File: config.mk
export PLATFORM = sky130hd
export DESIGN_NAME = idu0_queue
export DESIGN_NICKNAME = d
export VERILOG_FILES = /design/src/rtl/idu0_queue.sv
export SDC_FILE = /design/constraint.sdc
export NUM_CORES = 1
export LEC_CHECK = 0
export ABC_AREA = 1
export BUFFER_PORTS_ARGS = -buffer_cell sky130_fd_sc_hd__buf_2
export CORE_MARGIN = 2
export CORE_UTILIZATION = 35
export DETAILED_ROUTE_END_ITERATION = 6
export RECOVER_POWER = 50
export SLEW_MARGIN = 20
export SYNTH_ARGS = -nofsm -noshare
export SYNTH_HDL_FRONTEND = slang
export SYNTH_SLANG_ARGS = --single-unit
export TNS_END_PERCENT = 100
File: constraint.sdc
create_clock -name clk -period 8.33 [get_ports clk]
set_clock_uncertainty 0.2 [all_clocks]
set_input_delay 0 -clock clk [delete_from_list [all_inputs] [get_ports clk]]
set_output_delay 0 -clock clk [all_outputs]
set_load 0.005 [all_outputs]
File: src/rtl/idu0_queue.sv
// idu0_queue: IDU0 decode front-end.
// Each fetched instruction is decoded on the input side. The decoded bundle is
// buffered in a DEPTH-entry circular queue and presented to IDU1 through a
// registered output stage.
// Optional build macro IDU0_QUEUE_BYPASS_EN: when the queue is empty and IDU1
// is not stalled, an accepted instruction goes straight into the output
// register. This gives 1-cycle latency instead of 2.

package idu0_pkg;
    localparam int XLEN      = 32;
    localparam int INSTR_LEN = 32;

    // Control flags from the decode table. The pc flag marks a pc-relative
    // jump offset (J-format immediate).
    typedef struct packed {
        logic legal;
        logic alu;
        logic load;
        logic store;
        logic condbr;
        logic jal;
        logic pc;
        logic imm12;
        logic imm20;
        logic rs1;
        logic rs2;
        logic rd;
    } decode_out_t;

    typedef struct packed {
        logic [XLEN-1:0] instr_tag;
        logic [XLEN-1:0] imm;
        logic            imm_valid;
        logic [4:0]      rs1_addr;
        logic [4:0]      rs2_addr;
        logic [4:0]      rd_addr;
        logic [4:0]      shamt;
        decode_out_t     ctl;
    } idu0_out_t;

    // Decode table, keyed by the major opcode
    function automatic decode_out_t decode(input logic [6:0] opcode);
        decode_out_t d;
        d = '0;
        case (opcode)
            7'h37: begin d.legal = 1'b1; d.alu = 1'b1; d.imm20 = 1'b1; d.rd = 1'b1; end
            7'h17: begin d.legal = 1'b1; d.alu = 1'b1; d.imm20 = 1'b1; d.rd = 1'b1; end
            7'h6f: begin d.legal = 1'b1; d.jal = 1'b1; d.imm20 = 1'b1; d.pc = 1'b1; d.rd = 1'b1; end
            7'h67: begin d.legal = 1'b1; d.jal = 1'b1; d.imm12 = 1'b1; d.rs1 = 1'b1; d.rd = 1'b1; end
            7'h63: begin d.legal = 1'b1; d.condbr = 1'b1; d.rs1 = 1'b1; d.rs2 = 1'b1; end
            7'h03: begin d.legal = 1'b1; d.load = 1'b1; d.rs1 = 1'b1; d.rd = 1'b1; end
            7'h23: begin d.legal = 1'b1; d.store = 1'b1; d.rs1 = 1'b1; d.rs2 = 1'b1; end
            7'h13: begin d.legal = 1'b1; d.alu = 1'b1; d.imm12 = 1'b1; d.rs1 = 1'b1; d.rd = 1'b1; end
            7'h33: begin d.legal = 1'b1; d.alu = 1'b1; d.rs1 = 1'b1; d.rs2 = 1'b1; d.rd = 1'b1; end
            default: d = '0;
        endcase
        return d;
    endfunction
endpackage

module idu0_queue
    import idu0_pkg::*;
#(
    parameter  int DEPTH = 4,
    localparam int CNT_W = $clog2(DEPTH + 1)
) (
    input  logic                 clk,
    input  logic                 rst_n,
    input  logic [INSTR_LEN-1:0] instr,
    input  logic                 instr_valid,
    input  logic [XLEN-1:0]      instr_tag,
    output logic                 instr_ready,
    input  logic                 pipe_stall,
    input  logic                 pipe_flush,
    output idu0_out_t            idu0_out,
    output logic                 idu0_out_valid,
    output logic [CNT_W-1:0]     occupancy
);

    localparam int PTR_W = $clog2(DEPTH);

    decode_out_t     decode_out;
    idu0_out_t       dec_bundle;
    logic [XLEN-1:0] u_imm;
    logic [XLEN-1:0] j_imm;
    logic [XLEN-1:0] i_imm;
    logic [XLEN-1:0] b_imm;
    logic [XLEN-1:0] s_imm;

    idu0_out_t       mem [DEPTH];
    logic [PTR_W-1:0] wr_ptr;
    logic [PTR_W-1:0] rd_ptr;

    logic push;
    logic push_q;
    logic pop;
    logic bypass;

    assign u_imm = {instr[31:12], 12'h000};
    assign j_imm = {{12{instr[31]}}, instr[19:12], instr[20], instr[30:21], 1'b0};
    assign i_imm = {{20{instr[31]}}, instr[31:20]};
    assign b_imm = {{20{instr[31]}}, instr[7], instr[30:25], instr[11:8], 1'b0};
    assign s_imm = {{20{instr[31]}}, instr[31:25], instr[11:7]};

    // Input-side decode: register fields, table flags and masked immediate OR
    always_comb begin
        decode_out          = decode(instr[6:0]);
        dec_bundle          = '0;
        dec_bundle.instr_tag = instr_tag;
        dec_bundle.rs1_addr  = instr[19:15];
        dec_bundle.rs2_addr  = instr[24:20];
        dec_bundle.rd_addr   = instr[11:7];
        dec_bundle.shamt     = instr[24:20];
        dec_bundle.ctl       = decode_out;
        dec_bundle.imm       = ({XLEN{decode_out.imm20 & ~decode_out.pc}}     & u_imm)
                             | ({XLEN{decode_out.imm20 &  decode_out.pc}}     & j_imm)
                             | ({XLEN{decode_out.imm12 |  decode_out.load}}   & i_imm)
                             | ({XLEN{decode_out.condbr}}                     & b_imm)
                             | ({XLEN{decode_out.store}}                      & s_imm);
        dec_bundle.imm_valid = (decode_out.imm20 & ~decode_out.jal) | decode_out.imm12
                             | decode_out.load | decode_out.store;
    end

    // Ready looks only at the registered count, so a same-cycle pop never frees a slot early
    assign instr_ready = (occupancy != CNT_W'(DEPTH));
    assign push        = instr_valid & instr_ready & ~pipe_flush;
    assign pop         = (occupancy != '0) & ~pipe_stall & ~pipe_flush;

`ifdef IDU0_QUEUE_BYPASS_EN
    assign bypass = push & (occupancy == '0) & ~pipe_stall;
`else
    assign bypass = 1'b0;
`endif

    // A bypassed instruction never touches storage
    assign push_q = push & ~bypass;

    // Storage write; contents need no reset
    always_ff @(posedge clk) begin
        if (push_q) begin
            mem[wr_ptr] <= dec_bundle;
        end
    end

    // Pointers and occupancy; power-of-two depth lets the pointers wrap naturally
    always_ff @(posedge clk or negedge rst_n) begin
        if (!rst_n) begin
            wr_ptr    <= '0;
            rd_ptr    <= '0;
            occupancy <= '0;
        end else if (pipe_flush) begin
            wr_ptr    <= '0;
            rd_ptr    <= '0;
            occupancy <= '0;
        end else begin
            if (push_q) begin
                wr_ptr <= wr_ptr + PTR_W'(1);
            end
            if (pop) begin
                rd_ptr <= rd_ptr + PTR_W'(1);
            end
            if (push_q && !pop) begin
                occupancy <= occupancy + CNT_W'(1);
            end else if (!push_q && pop) begin
                occupancy <= occupancy - CNT_W'(1);
            end
        end
    end

    // Output register: the queue head wins over bypass; it drains to zero when idle and holds under stall
    always_ff @(posedge clk or negedge rst_n) begin
        if (!rst_n) begin
            idu0_out       <= '0;
            idu0_out_valid <= 1'b0;
        end else if (pipe_flush) begin
            idu0_out       <= '0;
            idu0_out_valid <= 1'b0;
        end else if (!pipe_stall) begin
            if (pop) begin
                idu0_out       <= mem[rd_ptr];
                idu0_out_valid <= 1'b1;
            end else if (bypass) begin
                idu0_out       <= dec_bundle;
                idu0_out_valid <= 1'b1;
            end else begin
                idu0_out       <= '0;
                idu0_out_valid <= 1'b0;
            end
        end
    end

endmodule

# After elaboration in Yosys (flattened, before gate mapping)
# Memories as Yosys holds them, arrays and structs flattened.
# Cells that the tools add are included.
# totals
memories	1
out_inout_bits	102
reg_bits	105
ram_bits	388
elab_cells	106
# mem_list
memory	depth	width	read_ports	rd_ports_with_merged_regs	write_ports	line_no	text
mem	4	97	1	0	1	90	idu0_out_t mem [DEPTH];
# op_classes
n_reduce_logical	16
n_eq_ne	11
n_addsub	4
bitwise_logic	24
muxes	27
# op_table
operator	n
$mux W97	3
$and A32 B32 Y32	5
$or A32 B32 Y32	4
$eq A7 B6 Y1 const B	3
$eq A7 B7 Y1 const B	3
$mux W1	17
$eq A7 B5 Y1 const B	2
$mux W3	3
$reduce_or A9 Y1	1
$mux W2	4
$and A1 B1 Y1	7
$eq A7 B2 Y1 const B	1
$reduce_or A7 Y1	1
$reduce_bool A3 Y1	2
$reduce_or A3 Y1	2
$reduce_or A6 Y1	1
$add A2 B1 Y2 const B	2
$not A1 Y1	4
$or A1 B1 Y1	4
$reduce_bool A2 Y1	2
$reduce_or A2 Y1	2
$reduce_or A4 Y1	1
$add A3 B1 Y3 const B	1
$ne A3 B3 Y1 const B	1
4 further kinds	6

# Depth between registers and ports, before layout
# Gate-level depths: netlist of the first run.
# depth
word_depth	9
mapped_depth	12
ltp_nobuf	12

# Least setup slack after synthesis of the first run
# Ideal clock, no wire load.
# synth_timing
path_type	register -> register
start	register occupancy[2]
end	memory mem[0][0] in the netlist's numbering, enable pin
t_arrival_ns	4.608
setup_time_ns	0.544
synth_period_minus_slack_ns	5.352
path_stages_with_launch	4
slack_ns	2.978
cell_sequence	dfrtp_1 nand2_1 nand3_1 nor2_1
# synth_via
elab_chain_len	5
# synth_lines
item	line_no	text
from (decl)	77	output logic [CNT_W-1:0] occupancy
from (signal assigned)	163	occupancy <= occupancy + CNT_W'(1);
from (signal assigned)	165	occupancy <= occupancy - CNT_W'(1);
$ne A3 B3 Y1	125	assign instr_ready = (occupancy != CNT_W'(DEPTH));
via instr_ready	72	output logic instr_ready,
$and A1 B1 Y1 (2 in a row)	126	assign push = instr_valid & instr_ready & ~pipe_flush;
$mux W1	140	if (push_q) begin
$mux W1 (implied by the code)	141	mem[wr_ptr] <= dec_bundle;
to (decl)	90	
# The timed path passes the listed nets, and every way through them passes these cells.

# Worst setup path in the final report of the first run
# layout_timing
start	register rd_ptr[0]
end	register idu0_out[32] in the netlist's numbering
# layout_via
elab_chain_len	4
# layout_lines
item	line_no	text
from (decl)	92	logic [PTR_W-1:0] rd_ptr;
from (signal assigned)	160	rd_ptr <= rd_ptr + PTR_W'(1);
$mem_v2 Z4 W97	--	
$mux W97	179	if (pop) begin
$mux W97	178	end else if (!pipe_stall) begin
$mux W97	175	end else if (pipe_flush) begin
to (signal assigned)	180	idu0_out <= mem[rd_ptr];
to (signal assigned)	183	idu0_out <= dec_bundle;
to (decl)	75	output idu0_out_t idu0_out,
# Every way passes these cells. The select of a mux whose other input is x is not followed.
# A chain may end at the register's enable or synchronous reset.

==> impl_metrics.env, run 1 <==
export IMPL_clock_sinks=468
export IMPL_final_area_um2=22000
export IMPL_critical_path_class="flop to flop"
export IMPL_antenna_found_initial=2
export IMPL_status="complete, but fails checks"
export IMPL_avgSynthCellArea_um2=12.3
export IMPL_clk_latency_ns=0.58
export IMPL_ys_types=29
export IMPL_setup_violations=0
export IMPL_cts_resized=0
export IMPL_synth_simple_gate_area_share_pct=12.9
export IMPL_drt_total_wl_um=46800
export IMPL_violations="capacitance limit, slew limit"
export IMPL_cts_buffer_depth=3
export IMPL_syn2layout_area_growth_pct=20.7
export IMPL_dr_total_vias=12400
export IMPL_layout_commonest_cell="edfxtp_1"
export IMPL_cp_max_fo=95
export IMPL_syn_num_nets=1561
export IMPL_port_buffers=170
export IMPL_rsz0062_at_grt="no"
export IMPL_rr_endpoint="idu0_out[32]"
export IMPL_cts_clk_slew_worst_paths_ns=0.06
export IMPL_cp_startpoint="rd_ptr[0]"
export IMPL_drive_above_1_share_pct=10.3
export IMPL_yosysTopAreaCellShare_pct=60.5
export IMPL_power_density_nw_per_um2=261
export IMPL_finalMaxSlewViolations=223
export IMPL_critPathCaptureType="flop"
export IMPL_nFillCells=4803
export IMPL_dieWidth_um=232
export IMPL_gr_total_overflow=0
export IMPL_wl_per_cell_um=19.1
export IMPL_final_util_pct=42.9
export IMPL_maxCapViolCount=4
export IMPL_ys_seq_elements=468
export IMPL_synth_xor_area_share_pct=0.0480
export IMPL_maxSlewHeadroom_pct=-170
export IMPL_grt_pass1_vias=12400
export IMPL_worstSetupStartpointType="flop"
export IMPL_drc_errors=0
export IMPL_nets=1808
export IMPL_synth_fa_ha_area_share_pct=0.384
export IMPL_hp_class="input port to flop"
export IMPL_timing_fmax_mhz=184
export IMPL_fp_dieH_um=232
export IMPL_cts_tree="done"
export IMPL_syn_area_um2=18300
export IMPL_hpwl_um=25800
export IMPL_power_leakage_nw=8.61
export IMPL_place_area_um2=19600
export IMPL_drt_iter0_markers=965
export IMPL_yosysTopAreaCell="edfxtp_1"
export IMPL_synth_cells=1487
export IMPL_dp_cells=2254
export IMPL_final_hold_violation_count=0
export IMPL_root_buffer="clkbuf_16"
export IMPL_synth_compound_area_share_pct=8.82
export IMPL_mostFrequentLayoutCells="edfxtp_1 (368), nand2_1 (260), nor2_1 (205)"
export IMPL_die_area_um2=54000
export IMPL_grt_pass1_wl_um=72400
export IMPL_synth_area_leaders="edfxtp_1 (61%), dfrtp_1 (14%), nand2_1 (5.3%), nor2_1 (4.3%), o21ai_0 (3.9%)"
export IMPL_htree_levels=2
export IMPL_cts_buffers=48
export IMPL_place_gp_congestion=0.750
export IMPL_r2r_slack_ns=2.89
export IMPL_synthMuxAreaShare_pct=0
export IMPL_worst_pin_slew_ns=4.05
export IMPL_grt_usage_pct=17.4
export IMPL_dp_worst_setup_slack_ns=4.23
export IMPL_drt_pass1_iterations=4
export IMPL_fin_cells=2453
export IMPL_peakVddDrop_v=0.000151
export IMPL_worst_endpoint_required_ns=8.63
export IMPL_synth_top_family_by_area="simple AND/OR/NAND/NOR gates"
export IMPL_initial_core_util_pct=35.5
export IMPL_ys_warn_count=0
export IMPL_timing_final_crit_share_pct=65.3
export IMPL_ff2ff_path_depth=6
export IMPL_synth_seq_area_share_pct=74.3
export IMPL_grt_max_degree=124
export IMPL_core_area_um2=51400
export IMPL_finalSetupTns_ns=0
export IMPL_min_from="instr_tag[5]"
export IMPL_viasPerCell=5.04
export IMPL_cp_arrival_ns=5.74
export IMPL_fin_crit_ns=5.44
export IMPL_holdPathStages=2
export IMPL_fin_ws_ns=2.89
export IMPL_ios=171
export IMPL_num_rows=83
export IMPL_timing_rr_start="rd_ptr[0]"
export IMPL_ant_nets=0
export IMPL_min_to="mem[3][70]"
## stage by stage
stage / hold slack (ns) / power [mW]
after floorplan: -0.496 / 3.42
after global placement: -0.127 / 3.75
after detailed placement: -0.125 / 3.76
after CTS: 0.00292 / 5.83
after global routing: 0.0834 / 6.03
final: 0.0834 / 5.75
## kinds of logic after synthesis
kind of cell / after synthesis
buffers and inverters: 135
flip-flops: 468
AO/OA/AOI/OAI: 296
adder cells (fa/ha/maj): 5
XOR/XNOR: 1
AND/OR/NAND/NOR: 582
## Yosys cell counts, drive strengths merged
cell type  number
fa              1
o22ai          92
nor2          209
nand3          97
o21ai         196
dfrtp         100
a21oi           6
buf            47
a31o            1
edfxtp        368
inv            38
xnor2           1
nand2         271
nand4           3
nor3            2
o21bai          1
clkbuf         50
ha              4
## flip-flops by register name, summed over array words and instances (netlist names)
register / count
idu0_out: 92
idu0_out_valid: 1
mem: 368
occupancy: 3
rd_ptr: 2
wr_ptr: 2
## per-layer routing
| metal | up-vias | routed length (µm) | track usage (%) |
|---|---|---|---|
| met5 | - | 13 | 0 |
| met4 | 2 | 989 | 4.67 |
| met3 | 69 | 2990 | 3.84 |
| met2 | 357 | 21700 | 27.8 |
| met1 | 6160 | 21100 | 24.1 |
| li1 | 5780 | - | - |
## what timing repair did
action	in CTS	in global routing
setup buffers	0	0
endpoints found under the hold margin	464	0
endpoints found under the setup margin	0	0
hold buffers	110	0
## cell type report
cell class	count	area, µm²	area share, %
Sequential cell	468	13600	61.5
Multi-Input combinational cell	884	4070	18.5
Timing Repair Buffer	294	1940	8.81
Clock buffer	61	1300	5.90
Tap cell	680	851	3.86
Clock inverter	26	158	0.715
Inverter	38	151	0.687
Antenna cell	2	5.00	0.0227
## worst max path at each step
stage | to
floorplan | mem[0][0]
global placement | mem[2][76]
detailed placement | mem[2][82]
CTS | mem[2][53]
global route | idu0_out[32]
finish | idu0_out[32]
## worst max-delay path, stage by stage (launching register included)
cell and delay [ns]:
dfrtp_4 0.43, clkbuf_1 2.84, buf_4 1.13, o21ai_0 0.21
o22ai_1 0.31, nand2_1 0.09, nand2_1 0.09
## power by group
group	switching (mW)	internal, mW	total [mW]
Combinational	0.637	0.310	0.947
Clock	0.879	1.13	2.01
Sequential	0.0897	2.70	2.79
(Power assumes the default switching activity.)
==> inputs of run 2 (changes only) <==
Settings changed: ABC_AREA 1 to 0.
Clock period 8.33 ns to 4.6 ns, I/O delays scaled along.
==> impl_metrics.env, run 2 <==
export IMPL_status="complete, but fails checks"
export IMPL_violations="capacitance limit, slew limit"
export IMPL_grt_usage_pct=15.8
export IMPL_ys_seq_elements=468
export IMPL_num_rows=82
export IMPL_timing_final_crit_share_pct=64.2
export IMPL_hold_slack_ns=0.0724
export IMPL_htree_levels=2
export IMPL_cts_resized=0
export IMPL_cp_startpoint="occupancy[0]"
export IMPL_finalSetupTns_ns=0
export IMPL_finalMaxSlewViolations=43
export IMPL_gr_total_overflow=0
export IMPL_setup_violations=0
export IMPL_timing_fmax_mhz=339
export IMPL_worstSetupStartpointType="flop"
export IMPL_worst_path_largest_cell_delay_ns=1.55
export IMPL_power_leakage_nw=7.67
export IMPL_synth_common_cells="edfxtp_1 (368), dfrtp_1 (100), a22o_1 (97)"
export IMPL_root_buffer="clkbuf_16"
export IMPL_grt_max_degree=60
export IMPL_clock_sinks=468
export IMPL_hp_class="input port to flop"
export IMPL_syn_area_um2=17600
export IMPL_port_buffers=170
export IMPL_ys_types=47
export IMPL_synth_cells=837
export IMPL_async_reset_ff_share_pct=21.4
export IMPL_grt_pass1_vias=9482
export IMPL_cp_max_fo=42
export IMPL_final_seq_area_um2=13600
export IMPL_ys_warn_count=0
export IMPL_nFillCells=4408
export IMPL_crit_chain="nor3_2 -> nor3_2 -> clkbuf_1 -> a22o_1"
export IMPL_critical_path_class="flop to flop"
export IMPL_worst_pin_slew_ns=2.14
export IMPL_yosysTopAreaCell="edfxtp_1"
export IMPL_viasPerCell=5.02
export IMPL_yosysTopAreaCellShare_pct=62.7
export IMPL_layout_commonest_cell="edfxtp_1"
export IMPL_synth_seq_area_share_pct=76.9
export IMPL_wl_per_cell_um=22.5
export IMPL_nets=1185
export IMPL_clk_latency_ns=0.58
export IMPL_syn_num_nets=911
export IMPL_synth_edf_count=368
export IMPL_synth_area_leaders="edfxtp_1 (63%), dfrtp_1 (14%), mux4_2 (12%), a22o_1 (4.8%), a21o_1 (0.94%)"
export IMPL_drt_pass1_iterations=4
export IMPL_yosysMostFrequentCell="edfxtp_1"
export IMPL_dr_total_vias=9146
export IMPL_cts_tree="done"
export IMPL_fin_crit_ns=2.95
export IMPL_worst_endpoint_required_ns=4.91
export IMPL_mostFrequentLayoutCells="edfxtp_1 (368), clkbuf_1 (120), dfrtp_1 (98)"
export IMPL_drt_total_wl_um=41100
export IMPL_power_density_nw_per_um2=476
export IMPL_cp_arrival_ns=3.26
export IMPL_critPathCaptureType="flop"
export IMPL_drc_errors=0
export IMPL_timing_rr_start="occupancy[0]"
export IMPL_drt_iter0_markers=734
export IMPL_initial_core_util_pct=35.3
export IMPL_crit_top_cell="nor3_2"
export IMPL_largest_register="mem"
export IMPL_final_area_um2=21500
export IMPL_dieWidth_um=228
export IMPL_cts_buffer_depth=3
export IMPL_largest_register_ff_count=368
export IMPL_ios=171
export IMPL_die_area_um2=52200
export IMPL_drive_above_1_share_pct=21.9
export IMPL_antenna_cells=0
export IMPL_peakVddDrop_v=0.000346
export IMPL_hpwl_um=24000
export IMPL_core_area_um2=50000
export IMPL_ant_nets=0
export IMPL_antenna_found_initial=1
export IMPL_syn2layout_area_growth_pct=22.1
export IMPL_reg_top3="mem x368, idu0_out x92, occupancy x3"
export IMPL_fp_dieH_um=228
export IMPL_cts_clk_slew_worst_paths_ns=0.06
export IMPL_final_hold_violation_count=0
export IMPL_maxCapViolCount=1
export IMPL_place_gp_congestion=0.725
export IMPL_finalPower_mw=10.3
export IMPL_min_from="instr_tag[29]"
export IMPL_rsz0062_at_grt="no"
export IMPL_cts_buffers=48
export IMPL_multi_input_area_um2=3740
export IMPL_synth_main_ff_cell="edfxtp_1"
export IMPL_maxSlewHeadroom_pct=-42.7
export IMPL_avgSynthCellArea_um2=21.1
export IMPL_place_area_um2=19200
export IMPL_slowest_stage="clkbuf_1"
export IMPL_grt_pass1_wl_um=62100
-- run 2: cell types whose count changed after synthesis, moves of 28 or more --
cell / delta
nand2_1: -252
nor2_1: -193
o21ai_0: -144
a22o_1: +97
nand3_1: -94
mux4_2: +92
o22ai_1: -90
o21ai_1: -47
clkbuf_1: -28
-- run 2: cell type report --
class	count	area share (%)
clock buffers	69	6.27
clock inverters	20	0.767
repair buffers	278	8.60
flip-flops and latches	468	63.0
multi-input cells	307	17.4
well taps	672	3.90
inverters	8	0.139
-- run 2: logic make-up (layout without fill, tap and decap cells) --
group                    after synthesis  after routing  synth area share, %
AND/OR/NAND/NOR                       62             62                 2.14
flip-flops                           468            468                 76.9
XOR/XNOR                               3              3                0.149
multiplexers                          92             92                 11.8
AO/OA/AOI/OAI                        145            145                 6.79
adder cells (fa/ha/maj)                5              5                0.397
buffers and inverters                 62            375                 1.91
-- run 2: repair_timing --
item / 4_1_cts / 5_1_grt
hold buffers: 95 / 0
buffers inserted: 0 / 0
hold endpoints to repair: 492 / 0
-- run 2: worst paths after layout --
check	slack, ns	depth (start not counted)	endpoint
min in group asynchronous	0.82	4	idu0_out[18]
worst max-delay path	1.65	4	idu0_out[81]
max in group asynchronous	1.89	4	rd_ptr[0]
worst min-delay path	0.07	2	mem[3][94]
worst min register to register	0.28	1	idu0_out_valid
worst max register to register	1.65	4	idu0_out[81]
-- run 2: worst max-delay path: cells and delay by family, from the launching register on --
family,cells,cell delay [ns]
buffers and inverters,1,1.55
flip-flops,1,0.50
AO/OA/AOI/OAI,1,0.33
AND/OR/NAND/NOR,2,0.28
-- run 2: per-stage QoR --
step	setup WS [ns]	instances	utilization (%)
final	1.65	1822	43.1
after global routing	1.36	1822	43.1
after CTS	1.75	1822	43.5
after detailed placement	1.76	1638	38.5
after global placement	1.80	1638	38.5
after floorplan	0.774	837	-
-- run 2: power breakdown --
part           leakage [nW]  switching, mW  internal, mW
Clock                 0.746           1.58          2.16
Combinational          2.22          0.696         0.735
Sequential             4.70          0.227          4.86
-- run 2: routing by layer --
layer	routed length [µm]	track usage [%]	part of all wire, %	up-vias
met5	7	0	0.017	-
met4	609	4.02	1.5	2
met3	1940	2.87	4.7	49
met2	19800	25.3	48	252
met1	18700	22.4	46	4831
li1	-	-	-	4012
